## src/rtl/motor_ctrl_pkg.sv

```systemverilog
// motor_ctrl_pkg: shared types, sizes and the command clamp for bridge-facing blocks
// Contents: motor_state_e FSM states, CMD_W command width, PWM_PERIOD_DEFAULT,
//           clamp_mag() returning |cmd| limited to a full-scale value
package motor_ctrl_pkg;

    typedef enum logic [1:0] {IDLE, RUN, DEAD, HOLD} motor_state_e;

    localparam int CMD_W              = 16;
    localparam int PWM_PERIOD_DEFAULT = 4000;

    // Two's-complement negate in an unsigned result, so -32768 becomes 32768 and then clamps
    function automatic logic [CMD_W-1:0] clamp_mag(input logic signed [CMD_W-1:0] cmd,
                                                   input logic [CMD_W-1:0] limit);
        logic [CMD_W-1:0] a;
        a = cmd[CMD_W-1] ? (~cmd + 1'b1) : cmd;
        return (a > limit) ? limit : a;
    endfunction

endpackage

```

## src/rtl/pwm_period_counter.sv

```systemverilog
// pwm_period_counter: free-running 0..PERIOD-1 counter with period and sample strobes
// Ports: clk, reset_n (async, active-low) in; cnt count value, period_start (registered,
//        high while cnt == 0 after the first wrap), sample (high while cnt == PERIOD-1) out
module pwm_period_counter
    import motor_ctrl_pkg::*;
#(
    parameter int PERIOD = PWM_PERIOD_DEFAULT
) (
    input  logic             clk,
    input  logic             reset_n,
    output logic [CMD_W-1:0] cnt,
    output logic             period_start,
    output logic             sample
);

    assign sample = (cnt == CMD_W'(PERIOD - 1));

    always_ff @(posedge clk or negedge reset_n) begin
        if (!reset_n) begin
            cnt          <= '0;
            period_start <= 1'b0;
        end else begin
            cnt          <= sample ? '0 : cnt + 1'b1;
            period_start <= sample;
        end
    end

endmodule

```

## src/rtl/dc_motor_pwm_driver.sv

```systemverilog
// dc_motor_pwm_driver: signed motor command to period-aligned PWM + direction with reversal dead interval and sticky fault
// Ports: clk, reset_n (async, active-low), enable, fault, duty_cmd (signed) in;
//        pwm_out, dir_out (1 = reverse), period_start, duty_applied, fault_latched out (all registered)
module dc_motor_pwm_driver
    import motor_ctrl_pkg::*;
#(
    parameter int PERIOD   = PWM_PERIOD_DEFAULT,
    parameter int DEADTIME = 200
) (
    input  logic                    clk,
    input  logic                    reset_n,
    input  logic                    enable,
    input  logic                    fault,
    input  logic signed [CMD_W-1:0] duty_cmd,
    output logic                    pwm_out,
    output logic                    dir_out,
    output logic                    period_start,
    output logic        [CMD_W-1:0] duty_applied,
    output logic                    fault_latched
);

    logic [CMD_W-1:0] cnt, cnt_n, mag, duty_n;
    logic             sample, req_dir, rev, go, pend_dir, pend_dir_n, dir_n, pwm_n, latch_n;
    motor_state_e     state, state_n;

    pwm_period_counter #(.PERIOD(PERIOD)) u_cnt (
        .clk          (clk),
        .reset_n      (reset_n),
        .cnt          (cnt),
        .period_start (period_start),
        .sample       (sample)
    );

    assign cnt_n   = sample ? '0 : cnt + 1'b1;
    assign mag     = clamp_mag(duty_cmd, CMD_W'(PERIOD));
    // A zero command never asks for a reversal
    assign req_dir = (mag == '0) ? dir_out : duty_cmd[CMD_W-1];
    assign rev     = (mag != '0) && (req_dir != dir_out);
    // fault_latched can only be set while the FSM is forced to IDLE, so it gates IDLE exit alone
    assign go      = sample && (state != DEAD) && !fault_latched;

    always_comb begin
        state_n    = state;
        duty_n     = duty_applied;
        dir_n      = dir_out;
        pend_dir_n = pend_dir;
        if (!enable || fault) begin
            state_n = IDLE;
            duty_n  = '0;
        end else if (go) begin
            state_n    = rev ? DEAD : RUN;
            duty_n     = rev ? '0 : mag;
            pend_dir_n = req_dir;
        end else if (state == DEAD && cnt == CMD_W'(DEADTIME - 1)) begin
            state_n = HOLD;
            dir_n   = pend_dir;
        end
    end

    // Output registers are loaded with the value for the upcoming count
    assign pwm_n   = (state_n == RUN) && (cnt_n < duty_n);
    assign latch_n = enable && (fault_latched || fault);

    always_ff @(posedge clk or negedge reset_n) begin
        if (!reset_n) begin
            state         <= IDLE;
            duty_applied  <= '0;
            dir_out       <= 1'b0;
            pend_dir      <= 1'b0;
            pwm_out       <= 1'b0;
            fault_latched <= 1'b0;
        end else begin
            state         <= state_n;
            duty_applied  <= duty_n;
            dir_out       <= dir_n;
            pend_dir      <= pend_dir_n;
            pwm_out       <= pwm_n;
            fault_latched <= latch_n;
        end
    end

endmodule

```

## config.mk

```make
export PLATFORM = sky130hd
export DESIGN_NAME = dc_motor_pwm_driver
export DESIGN_NICKNAME = d
export VERILOG_FILES = /design/src/rtl/motor_ctrl_pkg.sv /design/src/rtl/pwm_period_counter.sv /design/src/rtl/dc_motor_pwm_driver.sv
export SDC_FILE = /design/constraint.sdc
export NUM_CORES = 1
export LEC_CHECK = 0
export CORE_MARGIN = 4
export CORE_UTILIZATION = 50
export DETAILED_ROUTE_END_ITERATION = 7
export PLACE_DENSITY = 0.89
export SLEW_MARGIN = 20
export SYNTH_ARGS = -nofsm -noshare
export SYNTH_HDL_FRONTEND = slang
export SYNTH_SLANG_ARGS = --single-unit
```

## constraint.sdc

```tcl
create_clock -name clk -period 3.5 [get_ports clk]
set_clock_uncertainty 0.2 [all_clocks]
set_input_delay 1.05 -clock clk [delete_from_list [all_inputs] [get_ports clk]]
set_output_delay 1.05 -clock clk [all_outputs]
set_load 0.02 [all_outputs]
```

==> results of run 1 <==
==> layer usage <==
metal / up-vias / track usage
li1: 1422 / -
met2: 95 / 0.453
met1: 1455 / 0.268
met3: 24 / 0.0365
met4: 0 / 0.113
met5: - / 0
==> cell usage after synthesis, types with 2 or more instances <==
cell      count
a22oi_1       3
or2_2         2
o21ai_0      17
o21ai_1       6
o211ai_1      3
a21oi_1       9
a21o_1        5
or3_1         6
buf_2         3
o41ai_1       3
and3_1        4
nand2_1      34
o41a_1        3
or2_1         2
o31a_1        3
xnor2_1      12
and4_1        3
buf_6         3
or4_1         5
dfrtp_1      39
mux2i_1       4
nor4b_1       2
nand4_1       5
inv_1        13
nor4_1        4
nor2_1       28
and2_1        3
ha_1         17
nand3_1      12
nor2b_1       7
o31ai_1       6
xor2_1       11
nor3_1        9
o21a_1       10
clkbuf_1     11
==> repair_timing <==
action                                  in CTS  in global routing
pin swaps                                   29                 17
cloned                                       1                  0
gates resized for setup                     59                 19
endpoints found under the setup margin      16                 16
buffers inserted                             8                  3
==> worst reg2reg max path: stages (launching register included) <==
cell	delay, ns
dfrtp_1	0.40
or4_1	0.54
or3_1	0.38
nor4_1	0.37
buf_4	0.22
nand4_4	0.15
o21a_1	0.26
ha_1	0.31
a21o_1	0.17
a21o_1	0.14
a21oi_1	0.13
nor2b_1	0.07
o21ai_1	0.14
nand4_1	0.11
nor3_1	0.20
==> through the flow <==
stage	total power (µW)	worst slack, ns	setup TNS (ns)	std cells	hold WS, ns
floorplan	543	-1.28	-1.91	328	0.246
global placement	631	-1.88	-11.48	494	0.257
detailed placement	636	-2.02	-13.15	494	0.291
CTS	1100	-1.16	-1.26	511	0.308
global route	1140	-1.39	-4.13	514	0.345
finish	1100	-1.27	-2.50	514	0.299
==> final cells by class <==
cell class | instances | share of cell area
repair buffers | 123 | 0.244
clock inverters | 3 | 0.0159
inverters | 13 | 0.0132
clock buffers | 5 | 0.0162
multi-input cells | 259 | 0.460
well taps | 72 | 0.0212
flip-flops and latches | 39 | 0.229
==> cell families after synthesis <==
kind of cell / Yosys count / share of synthesized area
AND/OR/NAND/NOR: 133 / 0.241
XOR/XNOR: 23 / 0.0706
flip-flops: 39 / 0.342
buffers and inverters: 31 / 0.0500
adder cells (fa/ha/maj): 17 / 0.0746
AO/OA/AOI/OAI: 80 / 0.204
multiplexers: 5 / 0.0180
==> flip-flops by register name, indices dropped and copies added, names as in the netlist <==
signal              count
duty_applied           16
u_cnt.period_start      1
dir_out                 1
fault_latched           1
pwm_out                 1
u_cnt.cnt              16
state                   2
pend_dir                1
==> power by group through the flow <==
stage | combinational (µW) | clock, µW | sequential, µW
after floorplan | 81.4 | 0 | 462
after global placement | 170 | 0 | 461
after detailed placement | 176 | 0 | 461
after CTS | 187 | 458 | 452
after global routing | 210 | 481 | 452
final | 195 | 453 | 452
==> worst max-delay path by stage <==
stage                      from       to  slack, ns  cells after the start
floorplan           duty_cmd[0]  pwm_out      -1.28                     20
global placement    duty_cmd[0]  pwm_out      -1.88                     18
detailed placement  duty_cmd[0]  pwm_out      -2.02                     16
CTS                 duty_cmd[5]  pwm_out      -1.16                     16
global route        duty_cmd[4]  pwm_out      -1.39                     16
finish              duty_cmd[4]  pwm_out      -1.27                     17
==> report_table.html, run 1 <==
<table>
<tr><th>Metric</th><th>Value</th></tr>
<tr><th colspan="2">STA</th></tr>
<tr><td>RSZ-0062 raised after global routing</td><td>true</td></tr>
<tr><td>Period utilization</td><td>1.36</td></tr>
<tr><td>Setup ws final</td><td>-1.27 ns</td></tr>
<tr><td>Final max-slew violation count</td><td>0</td></tr>
<tr><td>Max-slew headroom</td><td>0.438</td></tr>
<tr><td>Number of failing setup endpoints in the final timing report</td><td>12</td></tr>
<tr><td>Max Fclk</td><td>210 MHz</td></tr>
<tr><td>Final worst path period need</td><td>between 4 and 5 ns</td></tr>
<tr><td>Final number of hold-violating endpoints</td><td>0</td></tr>
<tr><td>Measured slew at the worst slew-check pin</td><td>between 0.8 and 0.9 ns</td></tr>
<tr><th colspan="2">Placement</th></tr>
<tr><td>IO Port Bufs</td><td>39</td></tr>
<tr><td>Instance area after placement</td><td>between 3000 and 4000 µm²</td></tr>
<tr><td>GPL Wtd Cong</td><td>a little over 0.9</td></tr>
<tr><td>HPWL after DPL</td><td>approximately 6000 µm</td></tr>
<tr><th colspan="2">Setup path</th></tr>
<tr><td>Reg-to-reg startpoint</td><td>u_cnt.cnt[12]</td></tr>
<tr><td>Most repeated library cell on the critical path</td><td>a21o_1</td></tr>
<tr><td>R2r endpoint</td><td>pwm_out</td></tr>
<tr><td>Sort of element at the start of the critical path</td><td>input port</td></tr>
<tr><td>Slowest stage delay, CP</td><td>0.59 ns</td></tr>
<tr><td>Reg2Reg Depth</td><td>14</td></tr>
<tr><td>Peak fanout along the critical path</td><td>8</td></tr>
<tr><td>Critical path cell sequence</td><td>buf_6 -&gt; or4_4 -&gt; buf_6 -&gt; nor4_4 -&gt; a311oi_2 -&gt; a21o_1 -&gt; o41ai_4 -&gt; nand4_4 -&gt; o21a_1 -&gt; ha_1 -&gt; a21o_1 -&gt; a21o_1 -&gt; a21oi_1 -&gt; nor2b_1 -&gt; o21ai_1 -&gt; nand4_1 -&gt; nor3_1</td></tr>
<tr><td>Critical path buffer and inverter count</td><td>2</td></tr>
<tr><td>Type of the worst setup path</td><td>in2reg</td></tr>
<tr><td>Dominant delay contributor by cell family on the critical path</td><td>compound AO/OA/AOI/OAI gates</td></tr>
<tr><td>Data required time of the worst path</td><td>3.52 ns</td></tr>
<tr><td>Slowest-stage cell, CP</td><td>or4_4</td></tr>
<tr><td>Endpoint kind of the worst setup timing path</td><td>flop</td></tr>
<tr><td>Setup slack, reg-to-reg</td><td>-0.38 ns</td></tr>
<tr><td>Data arrival at the endpoint of the critical path</td><td>about 4.8 ns</td></tr>
<tr><th colspan="2">GRT</th></tr>
<tr><td>Number of antenna violations at the first check in global routing</td><td>0</td></tr>
<tr><td>Largest net degree at the start of global routing</td><td>40</td></tr>
<tr><td>Via count of the first global-routing pass</td><td>between 3000 and 4000</td></tr>
<tr><td>Overall track demand over capacity in global routing</td><td>0.243</td></tr>
<tr><td>Total congestion overflow</td><td>0</td></tr>
<tr><td>Global-route wire length before repair</td><td>14000 µm</td></tr>
<tr><th colspan="2">Route</th></tr>
<tr><td>Routed wl met2</td><td>approximately 4500 µm</td></tr>
<tr><td>Count of antenna-violating nets left after detailed routing</td><td>0</td></tr>
<tr><td>Remaining design rule violation count</td><td>0</td></tr>
<tr><td>Wire length on met3</td><td>roughly 420 µm</td></tr>
<tr><td>Routed wire per std cell</td><td>16.4 µm</td></tr>
<tr><td>Vias per Instance</td><td>a little under 6</td></tr>
<tr><td>Wire length reported by the detailed router</td><td>8460 µm</td></tr>
<tr><td>Highest Signal Layer</td><td>met4</td></tr>
<tr><td>Wl on met1</td><td>3330 µm</td></tr>
<tr><td>Initial DRC count</td><td>around 160</td></tr>
<tr><td>Number of iterations in the first detailed-routing pass</td><td>4</td></tr>
<tr><td>Vias after detailed routing</td><td>2996</td></tr>
<tr><th colspan="2">CTS</th></tr>
<tr><td>H-tree depth reported by CTS</td><td>2</td></tr>
<tr><td>Root buf cell</td><td>clkbuf_8</td></tr>
<tr><td>Hold buffers post-CTS</td><td>0</td></tr>
<tr><td>Latest clock arrival within the worst-skew pair</td><td>about 0.3 ns</td></tr>
<tr><td>Total clock buffers created by CTS</td><td>5</td></tr>
<tr><td>Clock buffer depth</td><td>2</td></tr>
<tr><td>CTS tree</td><td>yes</td></tr>
<tr><td>Clock-pin transition on the worst setup and hold timing paths</td><td>around 0.080 ns</td></tr>
<tr><td>Clk sinks</td><td>39</td></tr>
<tr><th colspan="2">Min path</th></tr>
<tr><td>Class of the worst hold path</td><td>reg2reg</td></tr>
<tr><td>Critical hold path startpoint</td><td>duty_applied[15]</td></tr>
<tr><td>WHS Endpoint</td><td>duty_applied[15]</td></tr>
<tr><td>Hold-critical path depth</td><td>2</td></tr>
<tr><th colspan="2">Finish</th></tr>
<tr><td>Total number of nets in the final design</td><td>478</td></tr>
<tr><td>Layout area overhead</td><td>49.3%</td></tr>
<tr><td>Register area</td><td>976 µm²</td></tr>
<tr><td>Number of fill cells</td><td>350</td></tr>
<tr><td>Layout cells sized above 1</td><td>0.324</td></tr>
<tr><td>Area of the multi-input gates</td><td>around 2000 µm²</td></tr>
<tr><td>Final instance area</td><td>4260 µm²</td></tr>
<tr><td>Diode count</td><td>0</td></tr>
<tr><td>Most common cell after layout, fill and taps aside</td><td>buf_4</td></tr>
<tr><td>Core Util, Final</td><td>0.773</td></tr>
<tr><td>Most frequent cells in the layout</td><td>buf_4 (78), dfrtp_1 (39), nand2_1 (32), nor2_1 (27), clkdlybuf4s50_1 (25)</td></tr>
<tr><th colspan="2">Die</th></tr>
<tr><td>Rows</td><td>27</td></tr>
<tr><td>DIE AREA</td><td>6980 µm²</td></tr>
<tr><td>I/O pin count</td><td>40</td></tr>
<tr><td>Starting Density</td><td>0.518</td></tr>
<tr><td>Core box area</td><td>around 5500 µm²</td></tr>
<tr><td>DIE WIDTH</td><td>about 84 µm</td></tr>
<tr><td>Die height</td><td>about 84 µm</td></tr>
<tr><th colspan="2">Yosys</th></tr>
<tr><td>Number of cells produced by synthesis</td><td>around 330</td></tr>
<tr><td>Count of flip-flops with a built-in enable after synthesis</td><td>0</td></tr>
<tr><td>Most used flip-flop cell after synthesis</td><td>dfrtp_1</td></tr>
<tr><td>Number of distinct library cell variants in the gate-level netlist after synthesis</td><td>56</td></tr>
<tr><td>Net count after synthesis</td><td>about 370</td></tr>
<tr><td>Mean instance size in the synthesized netlist</td><td>between 8 and 9 µm²</td></tr>
<tr><td>Fraction of post-synthesis cell area in the top cell type by area</td><td>0.342</td></tr>
<tr><td>Sequential fraction of the synthesis area</td><td>0.342</td></tr>
<tr><td>Post-synthesis instance area</td><td>2850 µm²</td></tr>
<tr><td>Synth Register Bits</td><td>39</td></tr>
<tr><td>Leading post-synthesis cells by cell area</td><td>dfrtp_1 (34%), ha_1 (7.5%), nand2_1 (4.5%), nor2_1 (3.7%), xnor2_1 (3.7%)</td></tr>
<tr><td>Synthesis Warnings</td><td>0</td></tr>
<tr><td>Post-synth ARST share</td><td>1.00</td></tr>
<tr><td>Cell taking the most area after synthesis</td><td>dfrtp_1</td></tr>
<tr><th colspan="2">Status</th></tr>
<tr><td>Status</td><td>finished, violations left</td></tr>
<tr><td>Failing checks</td><td>negative setup slack</td></tr>
<tr><th colspan="2">Power and ir drop</th></tr>
<tr><td>Total power per unit cell area</td><td>about 260 nW/µm²</td></tr>
<tr><td>Sw power</td><td>about 270 µW</td></tr>
<tr><td>Combinational group share of total power</td><td>0.177</td></tr>
<tr><td>Int Pwr</td><td>831 µW</td></tr>
<tr><td>Clk network pwr share</td><td>0.412</td></tr>
<tr><td>Part of the total power dissipated in sequential elements</td><td>0.411</td></tr>
<tr><td>Leak Pwr</td><td>between 0.0015 and 0.002 µW</td></tr>
<tr><td>Switch share</td><td>0.245</td></tr>
<tr><td>IR drop worst, VDD</td><td>between 200 and 250 µV</td></tr>
<tr><th colspan="2">Job</th></tr>
<tr><td>Max Cap Violations</td><td>0</td></tr>
</table>
Note: power is estimated with default switching activity, not from simulation.
==> run 2: changes to the inputs <==
--- a/config.mk
+++ b/config.mk
@@ -5,6 +5,7 @@
 export SDC_FILE = /design/constraint.sdc
 export NUM_CORES = 1
 export LEC_CHECK = 0
+export CAP_MARGIN = 5
 export CORE_MARGIN = 4
 export CORE_UTILIZATION = 50
 export DETAILED_ROUTE_END_ITERATION = 7
==> results of run 2 <==
Final layout, timing and power as in run 1 (identical DEF).
==> run 3: changes to the inputs <==
--- a/config.mk
+++ b/config.mk
@@ -10,6 +10,7 @@
 export CORE_UTILIZATION = 50
 export DETAILED_ROUTE_END_ITERATION = 7
 export PLACE_DENSITY = 0.89
+export SETUP_SLACK_MARGIN = 0.2
 export SLEW_MARGIN = 20
 export SYNTH_ARGS = -nofsm -noshare
 export SYNTH_HDL_FRONTEND = slang
==> report_table.html, run 3 (synthesized netlist as in run 1, its figures left out) <==
<table>
<tr><th>Metric</th><th>Value</th></tr>
<tr><th colspan="2">Status</th></tr>
<tr><td>Status</td><td>finished, violations left</td></tr>
<tr><td>Failing checks</td><td>negative setup slack</td></tr>
<tr><th colspan="2">Setup path</th></tr>
<tr><td>Data arrival at the endpoint of the critical path</td><td>4.94 ns (+0.15 ns)</td></tr>
<tr><td>Endpoint kind of the worst setup timing path</td><td>flop</td></tr>
<tr><td>Reg-to-reg startpoint</td><td>u_cnt.cnt[12]</td></tr>
<tr><td>Data required time of the worst path</td><td>3.51 ns (about the same)</td></tr>
<tr><td>Launch point of the critical path</td><td>duty_cmd[7]</td></tr>
<tr><td>Peak fanout along the critical path</td><td>4 (-4)</td></tr>
<tr><td>Type of the worst setup path</td><td>in2reg</td></tr>
<tr><td>Sort of element at the start of the critical path</td><td>input port</td></tr>
<tr><th colspan="2">Finish</th></tr>
<tr><td>Largest registers in the final layout</td><td>duty_applied x16, u_cnt.cnt x16, state x2</td></tr>
<tr><td>Core Util, Final</td><td>0.800 (+0.0270)</td></tr>
<tr><td>Layout cells sized above 1</td><td>0.377 (+0.0531)</td></tr>
<tr><td>Most common cell after layout, fill and taps aside</td><td>buf_4</td></tr>
<tr><td>Total number of nets in the final design</td><td>490 (+2.5%)</td></tr>
<tr><td>Most frequent cells in the layout</td><td>buf_4 (78), dfrtp_1 (39), nand2_1 (33), nor2_1 (26), clkdlybuf4s50_1 (25)</td></tr>
<tr><td>Layout area overhead</td><td>54.5%</td></tr>
<tr><td>Final standard cell count with taps included and fillers excluded</td><td>526 (+2.3%)</td></tr>
<tr><td>Diode count</td><td>0 (unchanged)</td></tr>
<tr><td>Number of fill cells</td><td>317 (-9.4%)</td></tr>
<tr><th colspan="2">Route</th></tr>
<tr><td>Wl on met1</td><td>3800 µm (+14%)</td></tr>
<tr><td>Initial DRC count</td><td>264 (+63%)</td></tr>
<tr><td>Number of iterations in the first detailed-routing pass</td><td>5 (+1)</td></tr>
<tr><td>Remaining design rule violation count</td><td>0 (unchanged)</td></tr>
<tr><td>Count of antenna-violating nets left after detailed routing</td><td>0 (unchanged)</td></tr>
<tr><td>Vias after detailed routing</td><td>3314 (+11%)</td></tr>
<tr><td>Wire length reported by the detailed router</td><td>10700 µm (+26%)</td></tr>
<tr><td>Wire length on met3</td><td>697 µm (+66%)</td></tr>
<tr><td>Highest Signal Layer</td><td>met4</td></tr>
<tr><td>Routed wire per std cell</td><td>20.3 µm (+23%)</td></tr>
<tr><td>Routed wl met2</td><td>5480 µm (+23%)</td></tr>
<tr><td>Vias per Instance</td><td>6.30 (+8.1%)</td></tr>
<tr><th colspan="2">STA</th></tr>
<tr><td>Max Fclk</td><td>203 MHz (-3.2%)</td></tr>
<tr><td>Final number of hold-violating endpoints</td><td>0 (unchanged)</td></tr>
<tr><td>Final worst path period need</td><td>4.93 ns (+0.158 ns)</td></tr>
<tr><td>Final max-slew violation count</td><td>0 (unchanged)</td></tr>
<tr><td>Setup ws final</td><td>-1.43 ns (-0.158 ns)</td></tr>
<tr><td>Max-slew headroom</td><td>0.436 (-0.00153)</td></tr>
<tr><td>Number of failing setup endpoints in the final timing report</td><td>10 (-2)</td></tr>
<tr><td>Measured slew at the worst slew-check pin</td><td>0.845 ns (+0.00229 ns)</td></tr>
<tr><td>Period utilization</td><td>1.41 (+0.0452)</td></tr>
<tr><td>RSZ-0062 raised after global routing</td><td>true</td></tr>
<tr><td>Sum Neg Setup Slack</td><td>-1.66 ns (+0.837 ns)</td></tr>
<tr><th colspan="2">CTS</th></tr>
<tr><td>Latest clock arrival within the worst-skew pair</td><td>0.31 ns (about the same)</td></tr>
<tr><td>Clk sinks</td><td>39 (unchanged)</td></tr>
<tr><td>Hold buffers post-CTS</td><td>0 (unchanged)</td></tr>
<tr><td>Clock buffer depth</td><td>2 (unchanged)</td></tr>
<tr><td>Root buf cell</td><td>clkbuf_8</td></tr>
<tr><td>Total clock buffers created by CTS</td><td>5 (unchanged)</td></tr>
<tr><td>H-tree depth reported by CTS</td><td>2 (unchanged)</td></tr>
<tr><td>Clock-pin transition on the worst setup and hold timing paths</td><td>0.08 ns (about the same)</td></tr>
<tr><td>CTS tree</td><td>yes</td></tr>
<tr><th colspan="2">GRT</th></tr>
<tr><td>Global-route wire length before repair</td><td>14300 µm (+2.4%)</td></tr>
<tr><td>Largest net degree at the start of global routing</td><td>40 (unchanged)</td></tr>
<tr><td>Overall track demand over capacity in global routing</td><td>0.250 (+0.00758)</td></tr>
<tr><td>Number of antenna violations at the first check in global routing</td><td>0 (unchanged)</td></tr>
<tr><td>Total congestion overflow</td><td>0 (unchanged)</td></tr>
<tr><td>Via count of the first global-routing pass</td><td>3204 (+4.4%)</td></tr>
<tr><th colspan="2">Min path</th></tr>
<tr><td>Critical hold path startpoint</td><td>duty_applied[0]</td></tr>
<tr><td>Class of the worst hold path</td><td>reg2reg</td></tr>
<tr><th colspan="2">Die</th></tr>
<tr><td>I/O pin count</td><td>40 (unchanged)</td></tr>
<tr><td>Rows</td><td>27 (unchanged)</td></tr>
<tr><td>Core box area</td><td>5510 µm² (unchanged)</td></tr>
<tr><td>Starting Density</td><td>0.518 (unchanged)</td></tr>
<tr><td>Die height</td><td>83.5 µm (unchanged)</td></tr>
<tr><td>DIE WIDTH</td><td>83.5 µm (unchanged)</td></tr>
<tr><td>DIE AREA</td><td>6980 µm² (unchanged)</td></tr>
<tr><th colspan="2">Power and ir drop</th></tr>
<tr><td>Leak Pwr</td><td>0.00207 µW (+5.8%)</td></tr>
<tr><td>Total power per unit cell area</td><td>223 nW/µm² (-14%)</td></tr>
<tr><td>IR drop worst, VDD</td><td>206 µV (-13%)</td></tr>
<tr><th colspan="2">Placement</th></tr>
<tr><td>GPL Wtd Cong</td><td>0.884 (-4.8%)</td></tr>
<tr><td>Number of placed instances with taps included</td><td>493 (-0.20%)</td></tr>
<tr><td>HPWL after DPL</td><td>6030 µm (+0.73%)</td></tr>
<tr><td>IO Port Bufs</td><td>39 (unchanged)</td></tr>
<tr><td>DP Worst Slack</td><td>-1.93 ns (+0.0981 ns)</td></tr>
<tr><th colspan="2">Job</th></tr>
<tr><td>Max Cap Violations</td><td>0 (unchanged)</td></tr>
</table>
==> run 3: per-stage QoR <==
stage | total power [µW] | hold WS [ns] | cell area, µm²
global placement | 632 | 0.260 | 3850
finish | 984 | 0.323 | 4410
global route | 1020 | 0.345 | 4410
floorplan | 544 | 0.246 | 2970
CTS | 946 | 0.317 | 4160
detailed placement | 638 | 0.288 | 3850
==> run 3: power by group <==
part	leakage, µW	internal, µW	switching (µW)
Combinational	0.00149	111	115
Clock	0.0000422	140	166
Sequential	0.000529	451	0.997
==> run 3: worst paths after layout <==
| check | endpoint | slack (ns) | cells after the start |
|---|---|---|---|
| max | pwm_out | -1.43 | 17 |
| max reg2reg | pwm_out | -0.53 | 13 |
| min reg2reg | duty_applied[0] | 0.32 | 2 |
| min | duty_applied[0] | 0.32 | 2 |
| min in group asynchronous | state[0] | 0.65 | 1 |
| max in group asynchronous | u_cnt.cnt[7] | 1.92 | 1 |
==> run 3: repair_timing <==
| item | in CTS | in global routing |
|---|---|---|
| buffers inserted | 16 | 9 |
| resized for setup | 68 | 52 |
| pin swaps | 32 | 45 |
| setup endpoints to repair | 16 | 16 |
==> run 3: layout make-up <==
| type | instances | area, µm² | area share |
|---|---|---|---|
| Inverter | 13 | 56.3 | 0.0128 |
| Clock buffer | 7 | 76.3 | 0.0173 |
| Multi-Input combinational cell | 258 | 2020 | 0.459 |
| Clock inverter | 1 | 5.00 | 0.00114 |
| Sequential cell | 39 | 976 | 0.221 |
| Tap cell | 72 | 90.1 | 0.0204 |
| Timing Repair Buffer | 136 | 1180 | 0.268 |
==> run 3: worst max-delay path, cell delays in order <==
cell      delay [ns]
buf_6           0.09
or4_4           0.58
buf_6           0.15
or4_4           0.42
a21oi_2         0.17
o22ai_2         0.11
o41ai_4         0.44
nand2_2         0.15
o21a_1          0.23
ha_1            0.32
a21o_1          0.18
a21o_1          0.18
a211oi_2        0.22
o21ai_1         0.10
o211ai_1        0.10
nand4_1         0.18
nor3_2          0.26
==> run 3: per-layer routing <==
layer | global-route usage | vias up
met3 | 0.0385 | 74
met4 | 0.117 | 0
li1 | - | 1437
met1 | 0.266 | 1598
met5 | 0 | -
met2 | 0.478 | 205
